`config.mk`:
```
export PLATFORM = sky130hd
export DESIGN_NAME = addsub_compare_stage_flat
export DESIGN_NICKNAME = d
export VERILOG_FILES = /design/src/rtl/addsub_pkg.sv /design/src/rtl/addsub_compare_stage_if.sv /design/src/rtl/addsub_compare_stage_cmp_eval.sv /design/src/rtl/addsub_compare_stage.sv /design/src/flat_wrapper.sv
export SDC_FILE = /design/constraint.sdc
export NUM_CORES = 1
export LEC_CHECK = 0
export BUFFER_PORTS_ARGS = -buffer_cell sky130_fd_sc_hd__clkbuf_2
export CAP_MARGIN = 40
export CELL_PAD_IN_SITES_DETAIL_PLACEMENT = 0
export CELL_PAD_IN_SITES_GLOBAL_PLACEMENT = 1
export CORE_UTILIZATION = 40
export DETAILED_ROUTE_END_ITERATION = 8
export GPL_ROUTABILITY_DRIVEN = 0
export PLACE_DENSITY = 0.77
export SLEW_MARGIN = 20
export SYNTH_ARGS = -nofsm -noshare
export SYNTH_HDL_FRONTEND = slang
export SYNTH_SLANG_ARGS = --single-unit
```
`constraint.sdc`:
```
create_clock -name clock -period 3.5 [get_ports clock]
set_input_delay 0.7 -clock clock [delete_from_list [all_inputs] [get_ports clock]]
set_output_delay 0.7 -clock clock [all_outputs]
set_load 0.1 [all_outputs]
```
`src/rtl/addsub_pkg.sv`:
```
// rtl/addsub_pkg.sv - shared types and constants for the adder compare stage
package addsub_pkg;

  localparam int DATA_W_DEF = 32;
  localparam int TAG_W_DEF  = 5;

  // funct3 encoding of the compare operations
  typedef enum logic [2:0] {
    CMP_EQ   = 3'b000,
    CMP_NE   = 3'b001,
    CMP_SLT  = 3'b010,
    CMP_SLTU = 3'b011,
    CMP_LT   = 3'b100,
    CMP_GE   = 3'b101,
    CMP_LTU  = 3'b110,
    CMP_GEU  = 3'b111
  } cmp_op_e;

  typedef struct packed {
    logic                  taken;
    logic [DATA_W_DEF-1:0] value;
    logic [TAG_W_DEF-1:0]  tag;
  } cmp_entry_t;

  typedef enum logic [1:0] {
    ST_EMPTY = 2'b00,
    ST_ONE   = 2'b01,
    ST_FULL  = 2'b11
  } skid_state_e;

  function automatic logic is_set_op(cmp_op_e op);
    return (op == CMP_SLT) || (op == CMP_SLTU);
  endfunction

endpackage

```
`src/rtl/addsub_compare_stage_if.sv`:
```
// rtl/addsub_compare_stage_if.sv - upstream/downstream handshake bundle of the compare stage
interface addsub_compare_stage_if
  import addsub_pkg::*;
#(
  parameter int DATA_W = DATA_W_DEF,
  parameter int TAG_W  = TAG_W_DEF
);
  logic              in_valid;
  logic              in_ready;
  logic [DATA_W-1:0] in_result;
  logic              in_carry;
  logic              in_overflow;
  cmp_op_e           in_op;
  logic [TAG_W-1:0]  in_tag;

  logic              out_valid;
  logic              out_ready;
  logic              out_taken;
  logic [DATA_W-1:0] out_value;
  logic [TAG_W-1:0]  out_tag;

  modport slave (
    input  in_valid, in_result, in_carry, in_overflow, in_op, in_tag, out_ready,
    output in_ready, out_valid, out_taken, out_value, out_tag
  );

  modport master (
    output in_valid, in_result, in_carry, in_overflow, in_op, in_tag, out_ready,
    input  in_ready, out_valid, out_taken, out_value, out_tag
  );
endinterface

```
`src/rtl/addsub_compare_stage_cmp_eval.sv`:
```
// rtl/addsub_compare_stage_cmp_eval.sv - combinational compare decode from adder flags (A-B)
module cmp_eval
  import addsub_pkg::*;
#(
  parameter int DATA_W = DATA_W_DEF
) (
  input  logic [DATA_W-1:0] result_i,
  input  logic              carry_i,
  input  logic              overflow_i,
  input  cmp_op_e           op_i,
  output logic              taken_o,
  output logic [DATA_W-1:0] value_o
);
  logic zero;
  logic lt_s;
  logic lt_u;

  // carry out of A + ~B + 1 is the "no borrow" flag, so unsigned less-than is its inverse
  assign zero = (result_i == '0);
  assign lt_s = result_i[DATA_W-1] ^ overflow_i;
  assign lt_u = ~carry_i;

  always_comb begin
    taken_o = 1'b0;
    case (op_i)
      CMP_EQ:   taken_o = zero;
      CMP_NE:   taken_o = ~zero;
      CMP_SLT:  taken_o = lt_s;
      CMP_SLTU: taken_o = lt_u;
      CMP_LT:   taken_o = lt_s;
      CMP_GE:   taken_o = ~lt_s;
      CMP_LTU:  taken_o = lt_u;
      CMP_GEU:  taken_o = ~lt_u;
      default:  taken_o = 1'b0;
    endcase
  end

  assign value_o = is_set_op(op_i) ? {{(DATA_W-1){1'b0}}, taken_o} : result_i;

endmodule

```
`src/rtl/addsub_compare_stage.sv`:
```
// rtl/addsub_compare_stage.sv - registered compare stage with a 2-entry skid buffer
module addsub_compare_stage
  import addsub_pkg::*;
#(
  parameter int DATA_W = DATA_W_DEF,
  parameter int TAG_W  = TAG_W_DEF
) (
  input logic                   clock,
  input logic                   reset_n,
  input logic                   flush,
  addsub_compare_stage_if.slave bus
);
  typedef struct packed {
    logic              taken;
    logic [DATA_W-1:0] value;
    logic [TAG_W-1:0]  tag;
  } entry_t;

  skid_state_e       state_q, state_d;
  entry_t            main_q, skid_q, new_entry;
  logic              load_main_new, load_main_skid, load_skid;
  logic              in_fire, out_fire;
  logic              eval_taken;
  logic [DATA_W-1:0] eval_value;

  cmp_eval #(.DATA_W(DATA_W)) u_cmp_eval (
    .result_i   (bus.in_result),
    .carry_i    (bus.in_carry),
    .overflow_i (bus.in_overflow),
    .op_i       (bus.in_op),
    .taken_o    (eval_taken),
    .value_o    (eval_value)
  );

  assign new_entry = '{taken: eval_taken, value: eval_value, tag: bus.in_tag};

  // ready depends only on state, so it never combinationally follows out_ready
  assign bus.in_ready  = (state_q != ST_FULL);
  assign bus.out_valid = (state_q != ST_EMPTY);
  assign bus.out_taken = main_q.taken;
  assign bus.out_value = main_q.value;
  assign bus.out_tag   = main_q.tag;

  assign in_fire  = bus.in_valid & bus.in_ready;
  assign out_fire = bus.out_valid & bus.out_ready;

  always_comb begin
    state_d        = state_q;
    load_main_new  = 1'b0;
    load_main_skid = 1'b0;
    load_skid      = 1'b0;
    case (state_q)
      ST_EMPTY: begin
        if (in_fire) begin
          state_d       = ST_ONE;
          load_main_new = 1'b1;
        end
      end
      ST_ONE: begin
        if (in_fire && out_fire) begin
          load_main_new = 1'b1;
        end else if (in_fire) begin
          state_d   = ST_FULL;
          load_skid = 1'b1;
        end else if (out_fire) begin
          state_d = ST_EMPTY;
        end
      end
      ST_FULL: begin
        if (out_fire) begin
          state_d        = ST_ONE;
          load_main_skid = 1'b1;
        end
      end
      default: state_d = ST_EMPTY;
    endcase
    if (flush) begin
      state_d = ST_EMPTY;
    end
  end

  always_ff @(posedge clock or negedge reset_n) begin
    if (!reset_n) begin
      state_q <= ST_EMPTY;
      main_q  <= '0;
    end else begin
      state_q <= state_d;
      if (load_main_new) begin
        main_q <= new_entry;
      end else if (load_main_skid) begin
        main_q <= skid_q;
      end
    end
  end

  // skid contents are only observed after a load, so they carry no reset
  always_ff @(posedge clock) begin
    if (load_skid) begin
      skid_q <= new_entry;
    end
  end

endmodule
```
`src/flat_wrapper.sv`:
```
// flat-port wrapper written by rule: the top's interface ports become plain ports
module addsub_compare_stage_flat import addsub_pkg::*;
#(
  parameter int DATA_W = DATA_W_DEF,
  parameter int TAG_W  = TAG_W_DEF
)
  (clock, reset_n, flush, bus_in_valid, bus_in_result, bus_in_carry, bus_in_overflow, bus_in_op, bus_in_tag, bus_out_ready, bus_in_ready, bus_out_valid, bus_out_taken, bus_out_value, bus_out_tag);
  addsub_compare_stage_if #(.DATA_W(DATA_W), .TAG_W(TAG_W)) bus_i ();
  input logic clock;
  input logic reset_n;
  input logic flush;
  input wire logic [$bits(bus_i.in_valid)-1:0] bus_in_valid;
  input wire logic [$bits(bus_i.in_result)-1:0] bus_in_result;
  input wire logic [$bits(bus_i.in_carry)-1:0] bus_in_carry;
  input wire logic [$bits(bus_i.in_overflow)-1:0] bus_in_overflow;
  input wire logic [$bits(bus_i.in_op)-1:0] bus_in_op;
  input wire logic [$bits(bus_i.in_tag)-1:0] bus_in_tag;
  input wire logic [$bits(bus_i.out_ready)-1:0] bus_out_ready;
  output wire logic [$bits(bus_i.in_ready)-1:0] bus_in_ready;
  output wire logic [$bits(bus_i.out_valid)-1:0] bus_out_valid;
  output wire logic [$bits(bus_i.out_taken)-1:0] bus_out_taken;
  output wire logic [$bits(bus_i.out_value)-1:0] bus_out_value;
  output wire logic [$bits(bus_i.out_tag)-1:0] bus_out_tag;
  assign bus_i.in_valid = bus_in_valid;
  assign bus_i.in_result = bus_in_result;
  assign bus_i.in_carry = bus_in_carry;
  assign bus_i.in_overflow = bus_in_overflow;
  assign bus_i.in_op = bus_in_op;
  assign bus_i.in_tag = bus_in_tag;
  assign bus_i.out_ready = bus_out_ready;
  assign bus_in_ready = bus_i.in_ready;
  assign bus_out_valid = bus_i.out_valid;
  assign bus_out_taken = bus_i.out_taken;
  assign bus_out_value = bus_i.out_value;
  assign bus_out_tag = bus_i.out_tag;
  addsub_compare_stage #(.DATA_W(DATA_W), .TAG_W(TAG_W)) u_core (.clock(clock), .reset_n(reset_n), .flush(flush), .bus(bus_i));
endmodule
```
* After elaboration in Yosys (flattened, before gate mapping) *
Index checks and enable logic that the tools add are counted.
Widths: inputs -> output; s select.

word-level totals
  bits in registers = 78
  bits of input ports = 47
  output and inout port bits = 40
  word-level logic and storage cells = 55

cells by class
  eq/ne operators = 14
  muxes and demuxes = 18
  bitwise operators = 6
  reduce and logical (&&, ||, !) cells = 10

operators by type and width
  operator            count
  $mux 38             2
  $logic_not 32->1    1
  $mux 32             1
  $eq 3x3->1 const B  4
  $mux 2              6
  $eq 3x2->1 const B  2
  $mux 1              6
  $ne 3x2->1 const B  2
  $pmux 1 s6          1
  $pmux 2 s3          1
  $ne 4x2->1 const B  1
  $reduce_and 4->1    1
  $reduce_bool 2->1   2
  $reduce_or 2->1     2
  $eq 3x1->1 const B  1
  $logic_not 3->1     1
  $ne 3x3->1 const B  1
  $not 1->1           3
  $and 1x1->1         2
  $eq 2x1->1 const B  1
  $eq 2x2->1 const B  1
  $logic_not 2->1     1
  $ne 2x2->1 const B  1
  $pmux 1 s2          1
  3 further kinds     3

* Depth between registers and ports, before layout *
Gate-level depths: netlist of the first run.

  word-level depth = 7
  mapped depth = 8
  mapped depth without buffers = 6

* Modules after synthesis *
A second synthesis of the first run with hierarchy kept.

second synthesis, totals
  cells, all modules = 250
  area, all modules = 3437.0 µm²

modules (own cells, without submodules)
  module                instances  cells each  area an instance (µm²)  sequential area each (µm²)
  addsub_compare_stage  1          192         3031.7                  2142.1
  cmp_eval              1          58          405.4                   0.0

* Least setup slack after synthesis of the first run *
No wires, ideal clock.

  path type = flip-flop to flip-flop
  from = register u_core.state_q[0]
  to = register u_core.skid_q[0] in the netlist's numbering (enable)
  setup time = 0.433 ns
  arrival time = 2.804 ns
  required time = 3.067 ns
  setup slack = 0.263 ns
  stages on the path, launching flop included = 5
  path buffers = 0
  clock period less this slack = 3.237 ns
  cells stage by stage = dfrtp_1 -> ha_1 -> inv_2 -> nand3_1 -> nor2_1

between the ends
  longest elaborated chain between the ends = 5
  elaborated cells between the ends (all ways) = 9
  those cells by class = eq/ne: 2; mux: 3; bitwise: 2; reduce/logical: 2

ends and longest elaborated chain
  element                                             line                                                    source
  start, declared                                     addsub_compare_stage.sv:19                              skid_state_e state_q, state_d;
  start signal, assigned                              addsub_compare_stage.sv:87                              state_q <= state_d;
  $ne 2x2->1 (*)                                      addsub_compare_stage.sv:38                              assign bus.in_ready = (state_q != ST_FULL);
  named net bus_in_ready                              flat_wrapper.sv:19                                      output wire logic [$bits(bus_i.in_ready)-1:0] bus_in_ready;
  $and 1x1->1 (*)                                     addsub_compare_stage.sv:44                              assign in_fire = bus.in_valid & bus.in_ready;
  $mux 1 / $logic_and 1x1->1 (equally long branches)  addsub_compare_stage.sv:62, addsub_compare_stage.sv:60
  $mux 1 (*)                                          addsub_compare_stage.sv:60                              if (in_fire && out_fire) begin
  $mux 1 (*)                                          addsub_compare_stage.sv:52                              case (state_q)
  named net u_core.load_skid                          addsub_compare_stage.sv:21                              logic load_main_new, load_main_skid, load_skid;
  end signal, assigned                                addsub_compare_stage.sv:99                              skid_q <= new_entry;
  end, declared                                       addsub_compare_stage.sv:20                              entry_t main_q, skid_q, new_entry;

Mark *: on every way through the listed nets, which the timed path passes. The rest lies on a longest branch.
A chain may end at the register's enable or synchronous reset.

* Final worst setup path of the first run *
  from = register u_core.state_q[0]
  to = output port bus_out_valid

between the ends
  longest elaborated chain between the ends = 1

ends and longest elaborated chain
  element            line                        source
  $reduce_bool 2->1  addsub_compare_stage.sv:39  assign bus.out_valid = (state_q != ST_EMPTY);
  end, declared      flat_wrapper.sv:20          output wire logic [$bits(bus_i.out_valid)-1:0] bus_out_valid;

Every way passes these cells.

==> out/results.ini, run 1 <==
[sta]
slew_viol_final = 0
max_slew_margin_pct = 50.4
max_freq_mhz = 432
rsz0062_at_grt = false
post-route-period-util_pct = 66.1
fin_skew_ns = 0.0104
tightest_slew_ns = 0.742
hold_viol_final = 0
fin_crit_ns = 2.31
setup_viol = 0
setup_tns_ns = 0

[finish]
antenna_cells = 0
multi_input_area_sq_mm = 0.00131
area_growth_pct = 21.8
fin_nets = 452
final_common_cell = clkbuf_2
final_cell_mix = clkbuf_2 (86), nand2_1 (55), dfrtp_1 (40)
fillCellCount = 838
seqCellArea_sq_mm = 0.00214
drive_gt1_share_pct = 28.6

[clock_network]
clockRootBuffer = clkbuf_8
post_cts.repair.setup_buffers = 0
cts.sinks = 78
ctsResizeCount = 0
path_clk_slew_ns = 0.09
cts_buffers = 9
cts_hold_buf = 0
htree_levels = 3
cts_tree = built
cts_max_path_buffers = 2
worstSkewPairLatency_ns = 0.35

[route]
top_layer = met4
wl_met1_um = 3760
wl_met3_um = 578
antenna_left = 0
wire_per_inst_um = 15.5
drc = 0
wl_met2_um = 3600
first_pass_iters = 4
routed_wl_um = 7980
dr_total_vias = 2616
drt_first_iter_violations = 91
viasPerCell = 5.09

[floorplanning]
fp.dieW_um = 96.3
fp-row-count = 34
die-area_sq_mm = 0.00928
start_util_pct = 41.0
die_h_um = 96.3
core_sq_mm = 0.00868
pin_count = 87

[placed_design]
hpwlAfterDp_um = 5600
placement.io_buffers = 86

[setup_path]
rr_startpoint = u_core.state_q[0]
critPathKind = flip-flop to primary output
end_kind = primary output
critPathMaxFanout = 7
crit_required_ns = 2.80
arrival_ns = 1.61
startpoint = u_core.state_q[0]
start_kind = flip-flop

[synthesis]
synth_edf_count = 38
async_reset_ff_share_pct = 51.3
syn_nets = 366
yosysTopAreaCell = edfxtp_1
ys_seq_area_share_pct = 60.2
ys_ff_latch = 78
netlist_area_sq_mm = 0.00356
synthDistinctLibCells = 41
avgSynthCellArea_sq_um = 11.3
netlist_instances = 315
ys_top_cells_by_area = edfxtp_1 (32%), dfrtp_1 (28%), a21o_1 (7.8%)
yosys_most_used_dff = dfrtp_1
yosys_warnings = 0
yosysTopAreaCellShare_pct = 32.1

[global_routing]
grt_pass1_vias = 2580
grt_pass1_wl_um = 12800
grt_use_total_pct = 18.9
grt-ovfl-total = 0
grt_max_degree = 39
antenna_found_initial = 0

[worst_hold_path]
hold_path.class = input port to async pin

[outcome]
status = finished clean

[flow_run]
maxCapViolCount = 0

cell families (layout without fill, tap and decap cells):
| logic type | after synthesis | after routing | synth area share [%] |
|---|---|---|---|
| multiplexers | 3 | 3 | 0.844 |
| flip-flops | 78 | 78 | 60.2 |
| buffers and inverters | 23 | 114 | 3.09 |
| AO/OA/AOI/OAI | 91 | 91 | 17.4 |
| adder cells (fa/ha/maj) | 4 | 4 | 1.41 |
| XOR/XNOR | 3 | 3 | 0.739 |
| AND/OR/NAND/NOR | 113 | 113 | 16.3 |
per-stage QoR:
stage	instances	worst slack (ns)	util, %	cell area (sq um)	hold WS [ns]
after floorplan	315	0.263	-	3560	0.404
after global placement	496	1.27	47.0	4080	0.460
after detailed placement	498	1.25	47.3	4110	0.465
after CTS	514	1.17	49.9	4330	0.314
after global routing	514	1.09	49.9	4330	0.329
final	514	1.19	49.9	4330	0.305
metal layers:
layer  global-route usage (%)  vias to the layer above
met5                        0                        -
met4                     5.51                        0
met3                     5.85                        5
met2                     29.4                       85
met1                     25.3                     1232
li1                         -                     1294
final cells by class:
cell class              count  area share [%]
clock buffers              11            3.75
clock inverters             5            1.41
inverters                   5           0.433
multi-input cells         214            30.3
flip-flops and latches     78            49.4
well taps                 108            3.12
repair buffers             93            11.5
critical path, cell delays in order, from the launching register on:
cell      delay (ns)
dfrtp_1         0.38
inv_1           0.09
ha_1            0.28
inv_1           0.08
clkbuf_2        0.44
synth_stat cells, drive strengths merged, types with 3 or more instances:
cell type,n
a21o,37
a21oi,29
a22o,11
and2,33
buf,16
dfrtp,40
edfxtp,38
ha,4
inv,5
mux2i,3
nand2,55
nand2b,3
nor2,5
nor4,8
o21ai,6
flip-flops by register name (all words and copies together) (netlist names):
signal and cells:
u_core.bus.out_tag 5, u_core.bus.out_taken 1, u_core.bus.out_value 32, u_core.skid_q 38
u_core.state_q 2
final timing paths:
check | to | slack (ns) | cells past startpoint
worst min register to register | u_core.bus.out_tag[4] | 0.49 | 1
min in group clock | u_core.bus.out_tag[4] | 0.49 | 1
worst max-delay path | bus_out_valid | 1.19 | 4
worst max register to register | u_core.bus.out_taken | 1.34 | 7
worst min-delay path | u_core.bus.out_tag[0] | 0.30 | 1
max in group asynchronous | u_core.bus.out_value[12] | 2.67 | 2
Power of run 1 is not shown: default switching activity piles up to over one toggle a cycle in this logic, so the estimate is an artifact.
==> run 2, diff against run 1 <==
clock period = 2.21 ns   (was 3.5 ns; I/O delays follow)
==> out/results.ini, run 2 (synthesized netlist as in run 1, its figures left out) <==
[outcome]
status = finished clean

[sta]
setup_tns_ns = 0  ; unchanged
post-route-period-util_pct = 93.9
max_slew_margin_pct = 51.3  ; +0.95 points
hold_viol_final = 0  ; unchanged
setup_viol = 0  ; unchanged
fin_crit_ns = 2.07
fin_skew_ns = 0.00916  ; -0.00127 ns
tightest_slew_ns = 0.728  ; -0.0142 ns
slew_viol_final = 0  ; unchanged
max_freq_mhz = 482
rsz0062_at_grt = false

[global_routing]
grt-ovfl-total = 0  ; unchanged
grt_pass1_vias = 2476  ; -4.0%
grt_use_total_pct = 18.9  ; +0.022 points
antenna_found_initial = 0  ; unchanged
grt_max_degree = 56  ; +44%
grt_pass1_wl_um = 12700  ; -0.97%

[clock_network]
post_cts.repair.setup_buffers = 0  ; unchanged
cts_buffers = 9  ; unchanged
htree_levels = 3  ; unchanged
worstSkewPairLatency_ns = 0.34  ; about the same
cts_tree = built
cts_hold_buf = 0  ; unchanged
path_clk_slew_ns = 0.09  ; about the same
clockRootBuffer = clkbuf_8
cts.sinks = 78  ; unchanged
cts_max_path_buffers = 2  ; unchanged
ctsResizeCount = 0  ; unchanged

[setup_path]
startpoint = u_core.state_q[0]
endpoint = bus_out_valid
reg2reg_depth = 6  ; -1
start_kind = flip-flop
rr_startpoint = u_core.state_q[0]
cpPeakStageDelay_ns = 0.45  ; about the same
critPathMaxFanout = 7  ; unchanged
end_kind = primary output
arrival_ns = 1.63  ; +0.02 ns
cp_top_family = buffers and inverters
rr_endpoint = u_core.bus.out_value[31]
critPathKind = flip-flop to primary output
worstPathCellList = inv_1, ha_1, inv_1, clkbuf_2
cp_common_cell = inv_1
cpMaxStageDelayCell = clkbuf_2
cp_num_buf_inv = 3  ; unchanged
critical_path_depth = 4  ; unchanged
r2r_slack_ns = 0.30  ; -1.04 ns
crit_required_ns = 1.77  ; -1.03 ns

[floorplanning]
fp.dieW_um = 96.3  ; unchanged
fp-row-count = 34  ; unchanged
die-area_sq_mm = 0.00928  ; unchanged
start_util_pct = 41.0  ; unchanged
core_sq_mm = 0.00868  ; unchanged
pin_count = 87  ; unchanged
die_h_um = 96.3  ; unchanged

[flow_run]
maxCapViolCount = 0  ; unchanged

[route]
first_pass_iters = 4  ; unchanged
viasPerCell = 5.07  ; -0.31%
top_layer = met4
drt_first_iter_violations = 93  ; +2.2%
routed_wl_um = 8070  ; +1.1%
wl_met3_um = 415  ; -28%
wl_met1_um = 3810  ; +1.3%
drc = 0  ; unchanged
dr_total_vias = 2618  ; +0.076%
wl_met2_um = 3640  ; +1.1%
antenna_left = 0  ; unchanged
wire_per_inst_um = 15.6  ; +0.66%

[finish]
antenna_cells = 0  ; unchanged
final_cell_mix = clkbuf_2 (86), nand2_1 (55), dfrtp_1 (40)
fin_area_sq_mm = 0.00434  ; +0.12%
fin_nets = 454  ; +0.44%
drive_gt1_share_pct = 28.7  ; +0.11 points
max_flop_register = u_core.skid_q
fillCellCount = 826  ; -1.4%
final_common_cell = clkbuf_2
multi_input_area_sq_mm = 0.00131  ; unchanged
largest_reg_flops = 38  ; unchanged
seqCellArea_sq_mm = 0.00214  ; unchanged
area_growth_pct = 21.9

[placed_design]
place_area_sq_mm = 0.00415  ; +0.94%
hpwlAfterDp_um = 5730  ; +2.3%
placement.io_buffers = 86  ; unchanged

[worst_hold_path]
hold_path.class = input port to async pin

==> run 2: final cells by class <==
class / count / share of cell area [%]
Sequential cell: 78 / 49.4
Multi-Input combinational cell: 214 / 30.3
Timing Repair Buffer: 95 / 12.3
Tap cell: 108 / 3.12
Clock buffer: 10 / 2.94
Clock inverter: 6 / 1.44
Inverter: 5 / 0.490
==> run 2: worst reg2reg max path, stage by stage, from the launching register on <==
cell and delay [ns]:
dfrtp_1 0.39, inv_1 0.09, ha_1 0.28, a21oi_2 0.22, nor2_4 0.09, nor2_1 0.58
a21o_1 0.21
==> run 2: how the worst min path moves through the flow <==
stage | endpoint | cells past startpoint | startpoint | slack, ns
final | u_core.bus.out_tag[3] | 1 | reset_n | 0.09
after global routing | u_core.bus.out_tag[3] | 1 | reset_n | 0.13
after CTS | u_core.bus.out_tag[3] | 1 | reset_n | 0.11
after detailed placement | u_core.bus.out_value[17] | 1 | u_core.bus.out_value[17] | 0.46
after global placement | u_core.bus.out_tag[3] | 1 | u_core.bus.out_tag[3] | 0.46
after floorplan | u_core.bus.out_tag[0] | 0 | reset_n | 0.15
==> run 2: per-layer routing <==
metal	GRT usage (%)	vias up
li1	-	1290
met1	24.5	1245
met2	30.0	68
met3	4.50	15
met4	8.46	0
met5	0	-
==> run 2: per-stage QoR <==
stage	hold WS, ns	util, %	worst slack (ns)	cells
floorplan	0.146	-	0.0870	315
global placement	0.461	47.8	0.336	500
detailed placement	0.465	47.8	0.285	500
CTS	0.108	50.0	0.109	516
global route	0.133	50.0	0.0428	516
finish	0.0935	50.0	0.136	516
Power of run 2 is left out for the same reason.
==> run 3, diff against run 2 <==
CORE_UTILIZATION = 41   (was 40)
PLACE_DENSITY = 0.79   (was 0.77)
==> out/results.ini, run 3 (synthesized netlist as in run 1, its figures left out) <==
[outcome]
status = finished clean

[setup_path]
cp_num_buf_inv = 3  ; unchanged
cpPeakStageDelay_ns = 0.45  ; about the same
rr_startpoint = u_core.state_q[0]
cp_top_family = buffers and inverters
end_kind = primary output
cpMaxStageDelayCell = clkbuf_2
crit_required_ns = 1.77  ; about the same
critPathMaxFanout = 7  ; unchanged
start_kind = flip-flop
worstPathCellList = inv_1, ha_1, inv_1, clkbuf_2
r2r_slack_ns = 0.30  ; about the same
cp_common_cell = inv_1
rr_endpoint = u_core.bus.out_value[5]
reg2reg_depth = 5  ; -1
critPathKind = flip-flop to primary output
arrival_ns = 1.64  ; about the same

[global_routing]
antenna_found_initial = 0  ; unchanged
grt_use_total_pct = 19.4  ; +0.47 points
grt-ovfl-total = 0  ; unchanged
grt_max_degree = 46  ; -18%
grt_pass1_vias = 2628  ; +6.1%
grt_pass1_wl_um = 12900  ; +1.9%

[finish]
max_flop_register = u_core.skid_q
antenna_cells = 0  ; unchanged
final_common_cell = clkbuf_2
fin_util_pct = 52.9  ; +2.9 points
fillCellCount = 778  ; -5.8%
drive_gt1_share_pct = 28.5  ; -0.18 points
largest_reg_flops = 38  ; unchanged
multi_input_area_sq_mm = 0.00131  ; unchanged
seqCellArea_sq_mm = 0.00214  ; unchanged
fin_nets = 453  ; -0.22%
final_cell_mix = clkbuf_2 (86), nand2_1 (55), dfrtp_1 (40)
area_growth_pct = 23.3

[route]
wire_per_inst_um = 15.8  ; +1.2%
first_pass_iters = 4  ; unchanged
drt_first_iter_violations = 127  ; +37%
drc = 0  ; unchanged
antenna_left = 0  ; unchanged
routed_wl_um = 8100  ; +0.42%
dr_total_vias = 2651  ; +1.3%
viasPerCell = 5.18  ; +2.1%

[sta]
post-route-period-util_pct = 94.3  ; +0.44 points
rsz0062_at_grt = false
setup_viol = 0  ; unchanged
fin_crit_ns = 2.08  ; +0.00975 ns
setup_tns_ns = 0  ; unchanged
tightest_slew_ns = 0.738  ; +0.0107 ns
max_slew_margin_pct = 50.6  ; -0.72 points
fin_skew_ns = 0.0129  ; +0.00373 ns
slew_viol_final = 0  ; unchanged
max_freq_mhz = 480  ; -0.47%
hold_viol_final = 0  ; unchanged

[clock_network]
post_cts.repair.setup_buffers = 0  ; unchanged
cts_buffers = 9  ; unchanged
ctsResizeCount = 0  ; unchanged
cts_hold_buf = 0  ; unchanged
cts.sinks = 78  ; unchanged
cts_tree = built
worstSkewPairLatency_ns = 0.35  ; about the same
cts_max_path_buffers = 2  ; unchanged
clockRootBuffer = clkbuf_8
htree_levels = 3  ; unchanged
path_clk_slew_ns = 0.09  ; about the same

[floorplanning]
die-area_sq_mm = 0.00906  ; -2.4%
die_h_um = 95.2  ; -1.2%
pin_count = 87  ; unchanged
fp-row-count = 33  ; -2.9%
start_util_pct = 42.9  ; +1.9 points
fp.dieW_um = 95.2  ; -1.2%
core_sq_mm = 0.00830  ; -4.4%

[placed_design]
hpwlAfterDp_um = 5610  ; -2.2%
placement.io_buffers = 86  ; unchanged

[worst_hold_path]
hold_path.class = input port to async pin

[flow_run]
maxCapViolCount = 0  ; unchanged

run 3: worst max-delay path by stage:
stage / startpoint / endpoint / slack [ns] / cells past startpoint
finish: u_core.state_q[0] / bus_out_valid / 0.13 / 4
global route: u_core.state_q[0] / bus_out_valid / 0.04 / 4
CTS: u_core.state_q[0] / bus_out_valid / 0.11 / 4
detailed placement: u_core.state_q[0] / u_core.bus.out_value[18] / 0.31 / 5
global placement: u_core.state_q[0] / u_core.bus.out_tag[0] / 0.38 / 5
floorplan: u_core.state_q[0] / u_core.skid_q[0] / 0.09 / 4
run 3: per-stage QoR:
step	instances	instance area, sq um	hold WS, ns	setup slack, ns
after CTS	512	4390	0.0762	0.114
after floorplan	315	3570	0.146	0.0870
final	512	4390	0.0741	0.126
after detailed placement	496	4150	0.467	0.312
after global placement	496	4150	0.467	0.382
after global routing	512	4390	0.103	0.0443
run 3: worst register-to-register path, delay by kind of cell (launching register included):
| kind | cells | cell delay, ns |
|---|---|---|
| flip-flops | 1 | 0.40 |
| AND/OR/NAND/NOR | 2 | 0.84 |
| AO/OA/AOI/OAI | 1 | 0.22 |
| buffers and inverters | 1 | 0.10 |
| adder cells (fa/ha/maj) | 1 | 0.28 |
run 3: final cells by class:
cell class,count,share of cell area [%]
timing repair buffer,94,12.3
multi-input combinational,214,29.9
inverter,5,0.485
sequential,78,48.8
clock inverter,6,2.54
clock buffer,10,2.91
tap,105,2.99
run 3: metal layers:
layer  GRT usage, %  vias up  wire length (um)
met5              0        -                 0
met4           5.05        0                44
met3           5.10        5               514
met2           31.1       85              3820
met1           26.0     1276              3720
li1               -     1285                 -
Power of run 3 is left out for the same reason.
